**config.mk**
```make
export PLATFORM = sky130hd
export DESIGN_NAME = rxdata
export DESIGN_NICKNAME = d
export VERILOG_FILES = /design/src/rtl/hex2nib.sv /design/src/rtl/rxdata.sv
export VERILOG_INCLUDE_DIRS = /design/src /design/src/rtl
export SDC_FILE = /design/constraint.sdc
export NUM_CORES = 1
export LEC_CHECK = 0
export BUFFER_PORTS_ARGS = -buffer_cell sky130_fd_sc_hd__buf_2
export CORE_AREA = 2 2 73 75
export CTS_CLUSTER_SIZE = 40
export DETAILED_ROUTE_END_ITERATION = 10
export DIE_AREA = 0 0 75 77
export HOLD_SLACK_MARGIN = 0.08
export PLACE_DENSITY_LB_ADDON = 0.05
export SYNTH_ARGS = -nofsm -noshare
export SYNTH_HDL_FRONTEND = slang
export SYNTH_SLANG_ARGS = --single-unit
export TNS_END_PERCENT = 1
```
**constraint.sdc**
```tcl
create_clock -name i_clk -period 4.2 [get_ports i_clk]
set_input_delay 0.84 -clock i_clk [delete_from_list [all_inputs] [get_ports i_clk]]
set_output_delay 0.84 -clock i_clk [all_outputs]
set_load 0.01 [all_outputs]
```
**src/rtl/hex_frame_defs.svh**
```systemverilog
// rtl/hex_frame_defs.svh - framing constants and parser states shared by the hex word tx/rx ends
//
// Included inside a module body. It provides the ASCII framing bytes of the
// "0x" + 8 hex digits + CR LF line format, the number of digits per word and
// the parser state encoding.

localparam logic [7:0] ASCII_ZERO   = 8'h30;
localparam logic [7:0] ASCII_X      = 8'h78;
localparam logic [7:0] ASCII_CR     = 8'h0D;
localparam logic [7:0] ASCII_LF     = 8'h0A;
localparam int         FRAME_DIGITS = 8;

typedef enum logic [2:0] {
    ST_IDLE,
    ST_ZERO,
    ST_DIGITS,
    ST_WAIT_CR,
    ST_WAIT_LF
} frame_state_e;

```
**src/rtl/hex2nib.sv**
```systemverilog
// rtl/hex2nib.sv - combinational ASCII hex digit to nibble decoder
//
// Ports:
//   i_byte  [7:0]  ASCII byte to decode
//   o_nib   [3:0]  nibble value, 0 when the byte is not a hex digit
//   o_valid        1 when the byte is '0'-'9', 'a'-'f' or 'A'-'F'

module hex2nib (
    input  logic [7:0] i_byte,
    output logic [3:0] o_nib,
    output logic       o_valid
);

    always_comb begin
        o_nib   = 4'h0;
        o_valid = 1'b1;
        if (i_byte >= 8'h30 && i_byte <= 8'h39) begin
            o_nib = i_byte[3:0];
        end else if ((i_byte >= 8'h61 && i_byte <= 8'h66) ||
                     (i_byte >= 8'h41 && i_byte <= 8'h46)) begin
            // Both letter ranges have 1..6 in the low nibble for a..f.
            o_nib = i_byte[3:0] + 4'd9;
        end else begin
            o_valid = 1'b0;
        end
    end

endmodule

```
**src/rtl/rxdata.sv**
```systemverilog
// rtl/rxdata.sv - parses "0xHHHHHHHH\r\n" lines from a UART byte stream into 32-bit words
//
// Ports:
//   i_clk            system clock
//   i_reset_n        synchronous active-low reset
//   i_stb            i_byte is valid this cycle
//   i_byte   [7:0]   received ASCII byte
//   o_stb            one-cycle pulse, o_data holds a newly completed word
//   o_data   [31:0]  last completed word, held between frames
//   o_err            one-cycle pulse, malformed frame discarded

module rxdata #(
    parameter bit OPT_STRICT_CRLF = 1'b1
) (
    input  logic        i_clk,
    input  logic        i_reset_n,
    input  logic        i_stb,
    input  logic [7:0]  i_byte,
    output logic        o_stb,
    output logic [31:0] o_data,
    output logic        o_err
);

    `include "hex_frame_defs.svh"

    frame_state_e state_q, state_d;
    logic [31:0]  sreg_q, sreg_d;
    logic [2:0]   cnt_q, cnt_d;
    logic [31:0]  data_q, data_d;
    logic         stb_q, stb_d;
    logic         err_q, err_d;

    logic [3:0]   nib;
    logic         nib_valid;
    logic         complete;
    logic         fail;

    hex2nib u_hex2nib (
        .i_byte  (i_byte),
        .o_nib   (nib),
        .o_valid (nib_valid)
    );

    always_comb begin
        state_d  = state_q;
        sreg_d   = sreg_q;
        cnt_d    = cnt_q;
        data_d   = data_q;
        stb_d    = 1'b0;
        err_d    = 1'b0;
        complete = 1'b0;
        fail     = 1'b0;

        if (i_stb) begin
            case (state_q)
                ST_IDLE: begin
                    // Bytes outside a frame are line noise, not errors.
                    if (i_byte == ASCII_ZERO) state_d = ST_ZERO;
                end
                ST_ZERO: begin
                    if (i_byte == ASCII_X) begin
                        state_d = ST_DIGITS;
                        sreg_d  = 32'h0;
                        cnt_d   = 3'd0;
                    end else begin
                        fail = 1'b1;
                    end
                end
                ST_DIGITS: begin
                    if (nib_valid) begin
                        sreg_d = {sreg_q[27:0], nib};
                        cnt_d  = cnt_q + 3'd1;
                        // The counter wraps to 0 on the last digit; the state
                        // change is what marks the word as full.
                        if (cnt_q == 3'(FRAME_DIGITS - 1)) state_d = ST_WAIT_CR;
                    end else begin
                        fail = 1'b1;
                    end
                end
                ST_WAIT_CR: begin
                    if (i_byte == ASCII_CR) begin
                        state_d = ST_WAIT_LF;
                    end else if (!OPT_STRICT_CRLF && i_byte == ASCII_LF) begin
                        complete = 1'b1;
                    end else begin
                        fail = 1'b1;
                    end
                end
                ST_WAIT_LF: begin
                    if (i_byte == ASCII_LF) complete = 1'b1;
                    else                    fail     = 1'b1;
                end
                default: state_d = ST_IDLE;
            endcase
        end

        if (complete) begin
            data_d  = sreg_q;
            stb_d   = 1'b1;
            state_d = ST_IDLE;
        end

        // A '0' that breaks a frame may itself start the next one.
        if (fail) begin
            err_d   = 1'b1;
            state_d = (i_byte == ASCII_ZERO) ? ST_ZERO : ST_IDLE;
        end
    end

    always_ff @(posedge i_clk) begin
        if (!i_reset_n) begin
            state_q <= ST_IDLE;
            sreg_q  <= 32'h0;
            cnt_q   <= 3'd0;
            data_q  <= 32'h0;
            stb_q   <= 1'b0;
            err_q   <= 1'b0;
        end else begin
            state_q <= state_d;
            sreg_q  <= sreg_d;
            cnt_q   <= cnt_d;
            data_q  <= data_d;
            stb_q   <= stb_d;
            err_q   <= err_d;
        end
    end

    assign o_stb  = stb_q;
    assign o_data = data_q;
    assign o_err  = err_q;

endmodule

```
Yosys cells after proc, flatten, opt, wreduce, memory -nomap -nowiden
Cells that the tools add are included.
{"block": "op_classes", "addsub": 2, "mul": 0, "div_mod_pow": 0, "order_cmp": 6, "n_eq_ne": 17, "n_shift": 0, "muxes": 31, "bitwise_logic": 0, "n_reduce_logical": 9}
{"op": "$mux W32", "count": 2}
{"op": "$pmux W32 S2", "count": 1}
{"op": "$mux W3", "count": 10}
{"op": "$ne A4 B4 Y1 const B", "count": 5}
{"op": "$eq A8 B4 Y1 const B", "count": 2}
{"op": "$ge A8 B7 Y1 const B", "count": 2}
{"op": "$le A8 B7 Y1 const B", "count": 2}
{"op": "$pmux W3 S5", "count": 1}
{"op": "$mux W1", "count": 13}
{"op": "$eq A8 B6 Y1 const B", "count": 1}
{"op": "$eq A8 B7 Y1 const B", "count": 1}
{"op": "$ge A8 B6 Y1 const B", "count": 1}
{"op": "$le A8 B6 Y1 const B", "count": 1}
{"op": "$mux W4", "count": 2}
{"op": "$reduce_and A7 Y1", "count": 1}
{"op": "$eq A3 B2 Y1 const B", "count": 2}
{"op": "$eq A3 B3 Y1 const B", "count": 2}
{"op": "$pmux W3 S2", "count": 1}
{"op": "$add A4 B4 Y4 const B", "count": 1}
{"op": "$ne A2 B2 Y1 const B", "count": 2}
{"op": "$pmux W1 S4", "count": 1}
{"op": "$reduce_and A4 Y1", "count": 1}
{"op": "$add A3 B1 Y3 const B", "count": 1}
{"op": "$eq A3 B1 Y1 const B", "count": 1}
{"op": "6 further kinds", "count": 8}
{"block": "totals", "register_bits": 72, "latch_bits": 0, "mem_bits_rw": 0, "romBits": 0, "out_inout_bits": 34, "word_cells": 71, "mem_count": 0}

Longest topological paths before layout
{"block": "depth", "ltp_word": 10, "mapped_depth": 9}

Modules after synthesis
A second synthesis with hierarchy kept.
{"block": "hier_totals", "hier_cells": 294, "hier_area_um2": 2901.5}
{"module": "rxdata", "n_inst": 1, "cells_each": 275, "area_each_um2": 2723.9, "seq_area_each_um2": 1441.4}
{"module": "hex2nib", "n_inst": 1, "cells_each": 19, "area_each_um2": 177.7, "seq_area_each_um2": 0.0}

Worst setup path before layout
OpenSTA, ideal clock, no wires.
{"block": "synth_path", "kind": "input to register", "start": "in i_byte[1]", "end": "reg state_q[1]", "setup_ns": 0.117, "t_arrival_ns": 2.388, "t_required_ns": 4.083, "setup_slack_ns": 1.695, "cell_stages": 7, "n_path_buf": 0, "cell_sequence": "inv_1 > ha_1 > or4bb_1 > o311ai_0 > a21oi_1 > a31o_2 > o2bb2ai_1"}
{"block": "synth_via", "elab_chain_cells": 10, "elab_cells_between_ends": 35, "cone_classes": "order compare: 6; eq/ne: 10; mux: 13; reduce/logical: 6"}
{"element": "from (decl)", "line": "rxdata.sv:18", "source": "input logic [7:0] i_byte,"}
{"element": "$ge A8 B7 Y1, or another cell as far along", "line": "hex2nib.sv:19", "source": "end else if ((i_byte >= 8'h61 && i_byte <= 8'h66) ||"}
{"element": "$logic_and A1 B1 Y1 (on tied branches)", "line": "hex2nib.sv:19, hex2nib.sv:20"}
{"element": "$logic_or A1 B1 Y1", "line": "hex2nib.sv:19"}
{"element": "$mux W1", "line": "hex2nib.sv:19"}
{"element": "$mux W1", "line": "hex2nib.sv:17", "source": "if (i_byte >= 8'h30 && i_byte <= 8'h39) begin"}
{"element": "$mux W1", "line": "rxdata.sv:70", "source": "if (nib_valid) begin"}
{"element": "$pmux W1 S4", "line": "rxdata.sv:55", "source": "case (state_q)"}
{"element": "$mux W1", "line": "rxdata.sv:54", "source": "if (i_stb) begin"}
{"element": "$ne A4 B4 Y1 (no source line), or another cell as far along"}
{"element": "$reduce_and A7 Y1 (no source line)"}
{"element": "to (signal assigned)", "line": "rxdata.sv:119", "source": "state_q <= state_d;"}
{"element": "to (decl)", "line": "rxdata.sv:26", "source": "frame_state_e state_q, state_d;"}
Parallel ways exist; a longest one is shown, timed or not.
A chain may end at the register's enable or synchronous reset.

Worst setup path after layout
{"block": "layout_path", "start": "in i_byte[0]", "end": "reg data_q[13] (netlist: o_data[13])"}
{"block": "layout_via", "elab_chain_cells": 4}
{"element": "$eq A8 B4 Y1", "line": "rxdata.sv:90", "source": "if (i_byte == ASCII_LF) complete = 1'b1;"}
{"element": "$mux W1", "line": "rxdata.sv:90"}
{"element": "$mux W1", "line": "rxdata.sv:55"}
{"element": "$mux W1", "line": "rxdata.sv:54"}
{"element": "to (signal assigned)", "line": "rxdata.sv:122", "source": "data_q <= data_d;"}
{"element": "to (decl)", "line": "rxdata.sv:29", "source": "logic [31:0] data_q, data_d;"}
No other way between the ends.

==> impl_metrics.py <==
metrics = {
    "status": {
        "status": "finished clean",
    },
    "placement": {
        "place_congestion": 0.8298,
        "hpwl_mm": 3.693,
        "dp_cells": 399,
        "post-place-ws_ns": 1.014,
        "io_buffers": 44,
    },
    "global_route": {
        "grt_util_met2_pct": 29.04,
        "grt_max_degree": 38,
        "grt_first_pass_wirelength_mm": 9.390,
        "grt_overflow_total": 0,
        "antenna_found_initial": 0,
        "grt-busiest-layer": "met1",
        "gr-usage-all-layers_pct": 20.87,
        "met3_usage_pct": 5.125,
        "grt_use_met1_pct": 30.58,
        "grt_pass1_vias": 1960,
    },
    "power_and_ir_drop": {
        "ir_drop_uv": 318.9,
        "p_leak_uw": 0.001315,
        "powerDensity_nw_per_um2": 396.2,
    },
    "logic_synthesis": {
        "synth_xor_area_share_pct": 0.3002,
        "synthCells": 303,
        "yosysWarningCount": 0,
        "async_flop_share_pct": 0,
        "synth_top_family_by_area": "compound AO/OA/AOI/OAI gates",
        "netlist-cell-type-count": 51,
        "synth-seq-cells": 72,
        "synth_area_um2": 2918,
        "synth-simple-area-share_pct": 15.99,
        "synth-adder-area-share_pct": 2.573,
        "synth_fp_nets": 320,
        "syn_area_per_cell_um2": 9.630,
        "synth_edf_count": 0,
        "synthMuxAreaShare_pct": 0.7290,
        "synth-main-ff-cell": "dfxtp_1",
        "ys_seq_area_share_pct": 49.40,
        "synth_compound_area_share_pct": 24.70,
    },
    "route": {
        "wl_per_cell_um": 13.68,
        "drc": 0,
        "vias_per_cell": 5.443,
        "first_pass_iters": 4,
        "vias": 2259,
        "drt-initial-drc-count": 143,
        "ant_nets": 0,
        "drt_wl_total_mm": 5.677,
    },
    "floorplan": {
        "core_um2": 4977,
        "die_w_um": 75,
        "die_h_um": 77,
        "die_area_um2": 5775,
        "initial_utilization_pct": 58.62,
        "rows": 26,
        "io-pin-count": 45,
    },
    "clock_tree": {
        "h-tree-depth": 3,
        "cts_buffers": 9,
        "cts.sinks": 72,
        "clockBufferDepth": 2,
        "clkSlewWorstSetupHoldPaths_ns": 0.07,
        "hold_buffers": 0,
        "cts_tree": "yes",
        "cts_setup_buffers": 0,
        "cts_root_buffer": "clkbuf_8",
        "clk-insertion-delay-late_ns": 0.34,
        "post_cts_resized": 0,
    },
    "timing": {
        "post-route-period-util_pct": 68.64,
        "slew_viol_final": 0,
        "rsz0062_at_grt": "no",
        "relSlewSlack_pct": 56.02,
        "hold_viol": 0,
        "tightest_slew_ns": 0.6587,
        "setup_viol_count_final": 0,
        "skew_ns": 0.008364,
        "fmax_mhz": 346.9,
        "period_needed_ns": 2.883,
        "setup_ws_ns": 1.317,
        "whs_ns": 0.4507,
        "tns_ns": 0,
    },
    "layout": {
        "final_common_cell": "dfxtp_1",
        "drive_above_1_share_pct": 22.32,
        "final_core_util_pct": 66.21,
        "area_delta_synth_final_pct": 12.95,
        "antennaDiodeCount": 0,
        "layout.cells.non_filler": 415,
        "fin_nets": 357,
        "most-common-layout-cells": "dfxtp_1 (72), nand2_1 (69), buf_2 (44)",
    },
    "flow_run": {
        "drv_cap": 0,
    },
    "setup_path": {
        "worstPathArrival_ns": 3.07,
        "cp-endpoint": "o_data[13]$_SDFFE_PN0P_",
        "r2r_slack_ns": 2.03,
        "startpoint_type": "primary input",
        "startpoint": "i_byte[0]",
        "critPathRequiredTime_ns": 4.39,
        "path_max_fanout": 18,
        "end_kind": "flop",
        "crit_type": "in2reg",
        "ff2ff_path_depth": 5,
        "r2r-end": "o_data[13]$_SDFFE_PN0P_",
        "r2r_start": "state_q[2]$_SDFFE_PN0P_",
    },
    "worst_hold_path": {
        "min_path_type": "reg2reg",
    },
}
logic make-up after synthesis:
family                   Yosys count
AND/OR/NAND/NOR                  100
AO/OA/AOI/OAI                     96
flip-flops                        72
buffers and inverters             26
adder cells (fa/ha/maj)            6
multiplexers                       2
XOR/XNOR                           1
registers in the layout (all words and copies together), names as in the netlist:
name     flops
sreg_q      32
o_data      32
cnt_q        3
o_err        1
state_q      3
o_stb        1
worst min-delay path by stage:
stage / start / endpoint / cells after the start / slack [ns]
final: o_data[9]$_SDFFE_PN0P_ / o_data[9]$_SDFFE_PN0P_ / 2 / 0.45
after global routing: o_data[11]$_SDFFE_PN0P_ / o_data[11]$_SDFFE_PN0P_ / 2 / 0.47
after CTS: o_data[11]$_SDFFE_PN0P_ / o_data[11]$_SDFFE_PN0P_ / 2 / 0.45
after detailed placement: o_data[31]$_SDFFE_PN0P_ / o_data[31]$_SDFFE_PN0P_ / 2 / 0.44
after global placement: o_data[8]$_SDFFE_PN0P_ / o_data[8]$_SDFFE_PN0P_ / 2 / 0.44
after floorplan: sreg_q[28]$_SDFFE_PN0P_ / o_data[28]$_SDFFE_PN0P_ / 2 / 0.43
Yosys cell counts, types with 2 or more instances:
library cell  count  area, µm²
o31ai_1           3      22.52
a21oi_1          36      180.2
clkbuf_1          7      26.28
inv_1             4      15.01
ha_1              6      75.07
nand3_1           5      25.02
a211o_1           2      17.52
nor2_1            8      30.03
o21ai_0           4      20.02
a22o_1           33      289.0
dfxtp_1          72       1441
a31o_2            2      17.52
nand2_1          69      259.0
nor3b_1           4      30.03
buf_6             8      90.09
a41o_1            2      20.02
buf_4             4      30.03
through the flow:
step                      area [µm²]  total power [µW]
after floorplan                 2918             728.3
after global placement          3083             736.9
after detailed placement        3083             737.1
after CTS                       3296              1317
after global routing            3296              1353
final                           3296              1306
routing by layer:
layer | part of all wire (%) | up-vias
li1 | - | 1150
met1 | 52 | 1049
met2 | 42 | 51
met3 | 4.3 | 9
met4 | 1.3 | 0
met5 | 0 | -
layout make-up:
class	count	area, µm²
timing repair buffer	47	242.7
fill	458	1682
inverter	5	18.77
tap	70	87.58
clock buffer	11	131.4
clock inverter	5	81.33
multi-input combinational	205	1292
sequential	72	1441
power by group:
group          switching (µW)  internal, µW
Clock                     249           335
Sequential              0.166           682
Combinational            26.6          12.7
Total                     276          1030
worst max-delay path: stages:
cell and delay (ns):
buf_2 0.15, inv_1 0.09, ha_1 0.15, or4b_2 0.64, nor2_1 0.16, nand3_1 0.48, buf_4 0.41, nand2_1 0.09
a21oi_1 0.06
No activity file was read; power rests on OpenSTA's default activity.
